File: config.mk
export PLATFORM = sky130hd
export DESIGN_NAME = serial_frame_rx
export DESIGN_NICKNAME = d
export VERILOG_FILES = /design/src/rtl/serial_frame_rx.sv
export SDC_FILE = /design/constraint.sdc
export NUM_CORES = 1
export LEC_CHECK = 0
export BUFFER_PORTS_ARGS = -buffer_cell sky130_fd_sc_hd__buf_2
export CAP_MARGIN = 30
export CORE_ASPECT_RATIO = 0.6
export CORE_MARGIN = 4
export CORE_UTILIZATION = 40
export CTS_BUF_LIST = sky130_fd_sc_hd__clkbuf_4
export CTS_CLUSTER_SIZE = 24
export DETAILED_ROUTE_END_ITERATION = 10
export GPL_TIMING_DRIVEN = 0
export PLACE_DENSITY = 0.71
export SYNTH_ARGS = -nofsm -noshare
export SYNTH_HDL_FRONTEND = slang
export SYNTH_SLANG_ARGS = --single-unit
export TNS_END_PERCENT = 30
File: constraint.sdc
create_clock -name clk -period 1.6 [get_ports clk]
set_input_delay 0.48 -clock clk [delete_from_list [all_inputs] [get_ports clk]]
set_output_delay 0.48 -clock clk [all_outputs]
set_load 0.02 [all_outputs]
File: src/rtl/serial_frame_rx.sv
// serial_frame_rx: mid-bit sampling serial frame receiver (start, DATA_W data LSB first, optional parity, stop).
// Define SERIAL_RX_PARITY_EN to add an even-parity bit and the parity_err check.
module serial_frame_rx #(
  parameter int DATA_W       = 8,
  parameter int CLKS_PER_BIT = 16
) (
  input  logic              clk,
  input  logic              rst_n,
  input  logic              rxd,
  output logic [DATA_W-1:0] data,
  output logic              valid,
  output logic              frame_err,
  output logic              parity_err,
  output logic              busy
);
  localparam int CW = $clog2(CLKS_PER_BIT);
  localparam int IW = DATA_W > 1 ? $clog2(DATA_W) : 1;
  typedef enum logic [2:0] {
    IDLE, START, DATA,
`ifdef SERIAL_RX_PARITY_EN
    PARITY,
`endif
    STOP, BREAK
  } state_t;
  state_t state, state_n;
  logic [1:0] sync_q;
  logic rxd_s, half, full, valid_n, ferr_n;
  logic [CW-1:0] cnt, cnt_n;
  logic [IW-1:0] idx, idx_n;
  logic [DATA_W-1:0] shreg, shreg_n, sh_in, data_n;
  assign rxd_s = sync_q[1];
  assign half  = cnt == CW'(CLKS_PER_BIT / 2 - 1);
  assign full  = cnt == CW'(CLKS_PER_BIT - 1);
  assign busy  = state != IDLE;
  generate
    if (DATA_W > 1) begin : g_sh
      assign sh_in = {rxd_s, shreg[DATA_W-1:1]};
    end else begin : g_sh
      assign sh_in = rxd_s;
    end
  endgenerate
`ifdef SERIAL_RX_PARITY_EN
  logic par, par_n, perr_n;
  always_ff @(posedge clk or negedge rst_n)
    if (!rst_n) begin
      par        <= 1'b0;
      parity_err <= 1'b0;
    end else begin
      par        <= par_n;
      parity_err <= perr_n;
    end
`else
  assign parity_err = 1'b0;
`endif
  always_ff @(posedge clk or negedge rst_n)
    if (!rst_n) begin
      sync_q    <= 2'b11;
      state     <= IDLE;
      cnt       <= '0;
      idx       <= '0;
      shreg     <= '0;
      data      <= '0;
      valid     <= 1'b0;
      frame_err <= 1'b0;
    end else begin
      sync_q    <= {sync_q[0], rxd};
      state     <= state_n;
      cnt       <= cnt_n;
      idx       <= idx_n;
      shreg     <= shreg_n;
      data      <= data_n;
      valid     <= valid_n;
      frame_err <= ferr_n;
    end
  always_comb begin
    state_n = state;
    cnt_n   = cnt + CW'(1);
    idx_n   = idx;
    shreg_n = shreg;
    data_n  = data;
    valid_n = 1'b0;
    ferr_n  = 1'b0;
`ifdef SERIAL_RX_PARITY_EN
    par_n   = par;
    perr_n  = 1'b0;
`endif
    case (state)
      IDLE: begin
        cnt_n   = '0;
        state_n = rxd_s ? IDLE : START;
      end
      START: if (half) begin
        cnt_n   = '0;
        idx_n   = '0;
        state_n = rxd_s ? IDLE : DATA;
      end
      DATA: if (full) begin
        cnt_n   = '0;
        shreg_n = sh_in;
        idx_n   = idx + IW'(1);
`ifdef SERIAL_RX_PARITY_EN
        if (idx == IW'(DATA_W - 1)) state_n = PARITY;
`else
        if (idx == IW'(DATA_W - 1)) state_n = STOP;
`endif
      end
`ifdef SERIAL_RX_PARITY_EN
      PARITY: if (full) begin
        cnt_n   = '0;
        par_n   = rxd_s;
        state_n = STOP;
      end
`endif
      STOP: if (full) begin
        cnt_n   = '0;
        state_n = rxd_s ? IDLE : BREAK;
        valid_n = rxd_s;
        ferr_n  = !rxd_s;
        data_n  = rxd_s ? shreg : data;
`ifdef SERIAL_RX_PARITY_EN
        perr_n  = rxd_s & (^shreg ^ par);
`endif
      end
      BREAK: begin
        cnt_n   = '0;
        state_n = rxd_s ? IDLE : BREAK;
      end
      default: state_n = IDLE;
    endcase
  end
endmodule

==> impl_results.md <==
* Floorplan die height at 52.5 um
* GR peak layer: met2
* Total wire length at 2280 um
* CTS clk-pin slew, worst paths at 90 ps
* Pin count of the biggest net entering global routing at 31
* Dominant cell type by area after synthesis: dfrtp_1
* Count of vias placed by the detailed router at 827
* Critical register-to-register path endpoint: idx[0]
* Setup Viol. Count Final at 4
* Antenna diodes at 0
* Logic gate share of total power at 30.6%
* Minimum clock period at 1800 ps
* # port buffers at 13
* Cell internal pwr at 1350 uW
* Number of antenna violations at the first check in global routing at 0
* Post-synth EDFFs at 0
* Final-stage net count at 136
* Layout cells sized above 1 at 50.4%
* CP arrival at 1320 ps
* CTS tree: yes
* Wire per inst at 13.2 um
* Top-area cell type share of the netlist area at 53.0%
* Die ar. at 0.00432 mm2
* Standard-cell row count at 15
* Initial Utilization at 43.8%
* Depth of the worst register-to-register path at 4
* Post-synthesis to final-layout area growth at 24.0%
* Switching power at 617 uW
* Fin worst setup slack at -199 ps
* Ys flop type: dfrtp_1
* Relative contribution of the clock network to total power at 22.5%
* Sink Count at 30
* Max-cap viol count at 0
* Top post-synthesis cells by area: dfrtp_1 53%, mux2_2 14%, dfstp_2 4.0%, ha_1 2.8%, nor2_1 2.0%
* Number of storage elements in the synthesis netlist at 30
* Number of standard cells after synthesis at 99
* Maximum fanout along the worst path at 2
* Peak clock frequency supported by timing at 556 MHz
* Worst slew margin relative to its limit at 56.2%
* Per-cell via count in the routed design at 4.78
* Share of the yosys chip area belonging to registers at 57.0%
* Met2 layer usage reported by global route at 18.2%
* Buffers from clock root to sink, at most at 2
* Worst setup path class: register to output port
* Gr usage total at 12.8%
* Hold WC Path Type: primary input to asynchronous set/reset pin
* Worst reg-to-reg setup slack at -60 ps
* Met3 usage in global routing at 4.12%
* Die outline width at 82.2 um
* IR Drop Worst-Case VDD at 0.000473 V
* Violations in the final reports: setup timing
* Syn_area_per_cell at 13.4 um2
* Worst-Skew Late Latency at 330 ps
* CTS H-Tree Depth at 2
* Required time at the endpoint of the critical path at 1120 ps
* Final period utilization at 112%
* Detailed-routing iteration count for the pre-antenna-repair pass at 4
* Number of DRC markers in iteration 0 at 31
* Clk_skew at 10.7 ps
* # DRC at 0
* Fin util at 54.3%
* Root buffer selected by CTS: clkbuf_4
* Async S/R FF share, synth at 100%
* Unrepaired setup endpoints after global routing: yes
* Type of destination of the critical path: output port
* Startpoint types: register
* Outcome: complete, but fails checks
* Total congestion overflow after global routing at 0
* P_leak at 0.000823 uW
* Number of top-level design ports at 15
* Power per standard cell area at 1200 mW/mm2
* Combined area of all synthesized cells at 0.00132 mm2
* Syn nets at 105
* Number of nets with antenna violations after routing at 0
* Portion of total power attributed to sequential cells at 46.9%
* Number of library cell types mapped by synthesis at 34
* Total Power Consumption at 1970 uW
* Number of CTS-inserted buffers at 5
* Max-slew violation total from the final report at 0
* Via count of the first global-routing pass at 804
* First-pass GRT wire length at 3910 um
* Sw Share at 31.4%
* Slew at the pin closest to its max-slew limit at 657 ps
* Met1 demand-to-capacity share in global routing at 16.7%
* Post-detail-place hpwl at 1560 um
* Placer's final routability congestion estimate at 0.760
* Core area at 0.00302 mm2
* Number of warnings issued by yosys at 0
* R2R Path Start: cnt[3]
* Number of failing hold endpoints at the final stage at 0
==> power groups by stage <==
stage	Sequential [uW]	Combinational [uW]	Clock, uW
3_5_place_dp	927	422	0
6_report	922	601	443
4_1_cts	922	525	460
5_1_grt	937	677	493
3_3_place_gp	919	403	0
2_1_floorplan	910	341	0
==> final cells by class <==
cell class	count	area [um2]
clock inverters	2	8.76
flip-flops and latches	30	756
multi-input cells	60	557
repair buffers	26	176
inverters	4	15.0
clock buffers	6	45.0
plain buffers	3	30.0
well taps	42	52.6
fillers	268	1380
==> worst max-delay path by stage <==
stage	from	endpoint	slack, ps	cells past startpoint
after floorplan	cnt[3]	idx[0]	3	4
after global placement	cnt[0]	data[4]	-140	4
after detailed placement	cnt[0]	data[4]	-190	4
after CTS	state[1]	busy	-220	3
after global routing	state[1]	busy	-250	3
final	state[1]	busy	-200	3
==> metrics by stage <==
stage | worst slack, ps | instances | area, um2 | setup TNS [ps] | hold slack (ps)
5_1_grt | -250 | 173 | 1640 | -577 | 224
2_1_floorplan | 2.95 | 99 | 1320 | 0 | 184
6_report | -199 | 173 | 1640 | -294 | 170
3_3_place_gp | -136 | 154 | 1440 | -2020 | 347
3_5_place_dp | -194 | 154 | 1440 | -2830 | 353
4_1_cts | -222 | 166 | 1560 | -361 | 177
==> critical path, stage by stage (launching register included) <==
cell,delay [ps]
dfrtp_1,390
buf_6,120
or3_4,350
buf_6,140
==> state kept, by name (all words and copies together) (netlist names) <==
| name | count |
|---|---|
| cnt | 4 |
| data | 8 |
| frame_err | 1 |
| idx | 3 |
| shreg | 8 |
| state | 3 |
| sync_q | 2 |
| valid | 1 |
==> placed cells by master, fill, tap and decap left out, drive strengths merged <==
cell type / netlist / final
a211oi: 3 / 3
a21oi: 2 / 2
a22oi: 1 / 1
a311oi: 1 / 1
and3: 2 / 2
buf: 5 / 29
clkbuf: 0 / 6
clkinv: 0 / 2
conb: 1 / 1
dfrtp: 28 / 28
dfstp: 2 / 2
ha: 3 / 3
inv: 4 / 4
mux2: 17 / 17
mux2i: 2 / 2
nand2: 5 / 5
nand2b: 1 / 1
nand3: 1 / 1
nand3b: 1 / 1
nand4b: 1 / 1
nand4bb: 1 / 1
nor2: 8 / 8
nor2b: 1 / 1
nor3: 2 / 2
nor3b: 1 / 1
or2: 1 / 1
or3: 1 / 1
or3b: 1 / 1
xnor2: 2 / 2
xor2: 1 / 1
==> synth_stat cells (2+ instances only) <==
master    number
dfstp_2        2
nand2_1        5
ha_1           3
mux2_2        16
dfrtp_1       28
and3_1         2
a211oi_1       2
a21oi_1        2
nor2_1         7
buf_2          2
inv_1          4
xnor2_1        2
buf_4          2
mux2i_1        2
==> cell families (layout without fill, tap and decap cells) <==
kind of cell / Yosys count / in the layout / synth area share [%]
AOI/OAI and AO/OA: 7 / 7 / 4.64
xor gates and xnor gates: 3 / 3 / 1.99
adders and majority gates: 3 / 3 / 2.84
buffers and inverters: 9 / 41 / 3.88
DFF: 30 / 30 / 57.0
muxes: 19 / 19 / 16.3
other: 1 / 1 / 0.284
and+or+nand+nor: 27 / 27 / 13.2
==> timing repair <==
item / 4_1_cts / 5_1_grt
gates resized for setup: 10 / 7
buffers inserted: 6 / 7
endpoints found under the setup margin: 18 / 13
pin swaps: 1 / 4
endpoints found under the hold margin: 0 / 0
hold buffers: 0 / 0
==> per-layer routing <==
metal,vias to the layer above,share of wire (%)
met4,0,2.1
met5,-,0
li1,397,-
met3,6,4.1
met1,407,49
met2,17,44
Power figures use the tool's default switching activity.
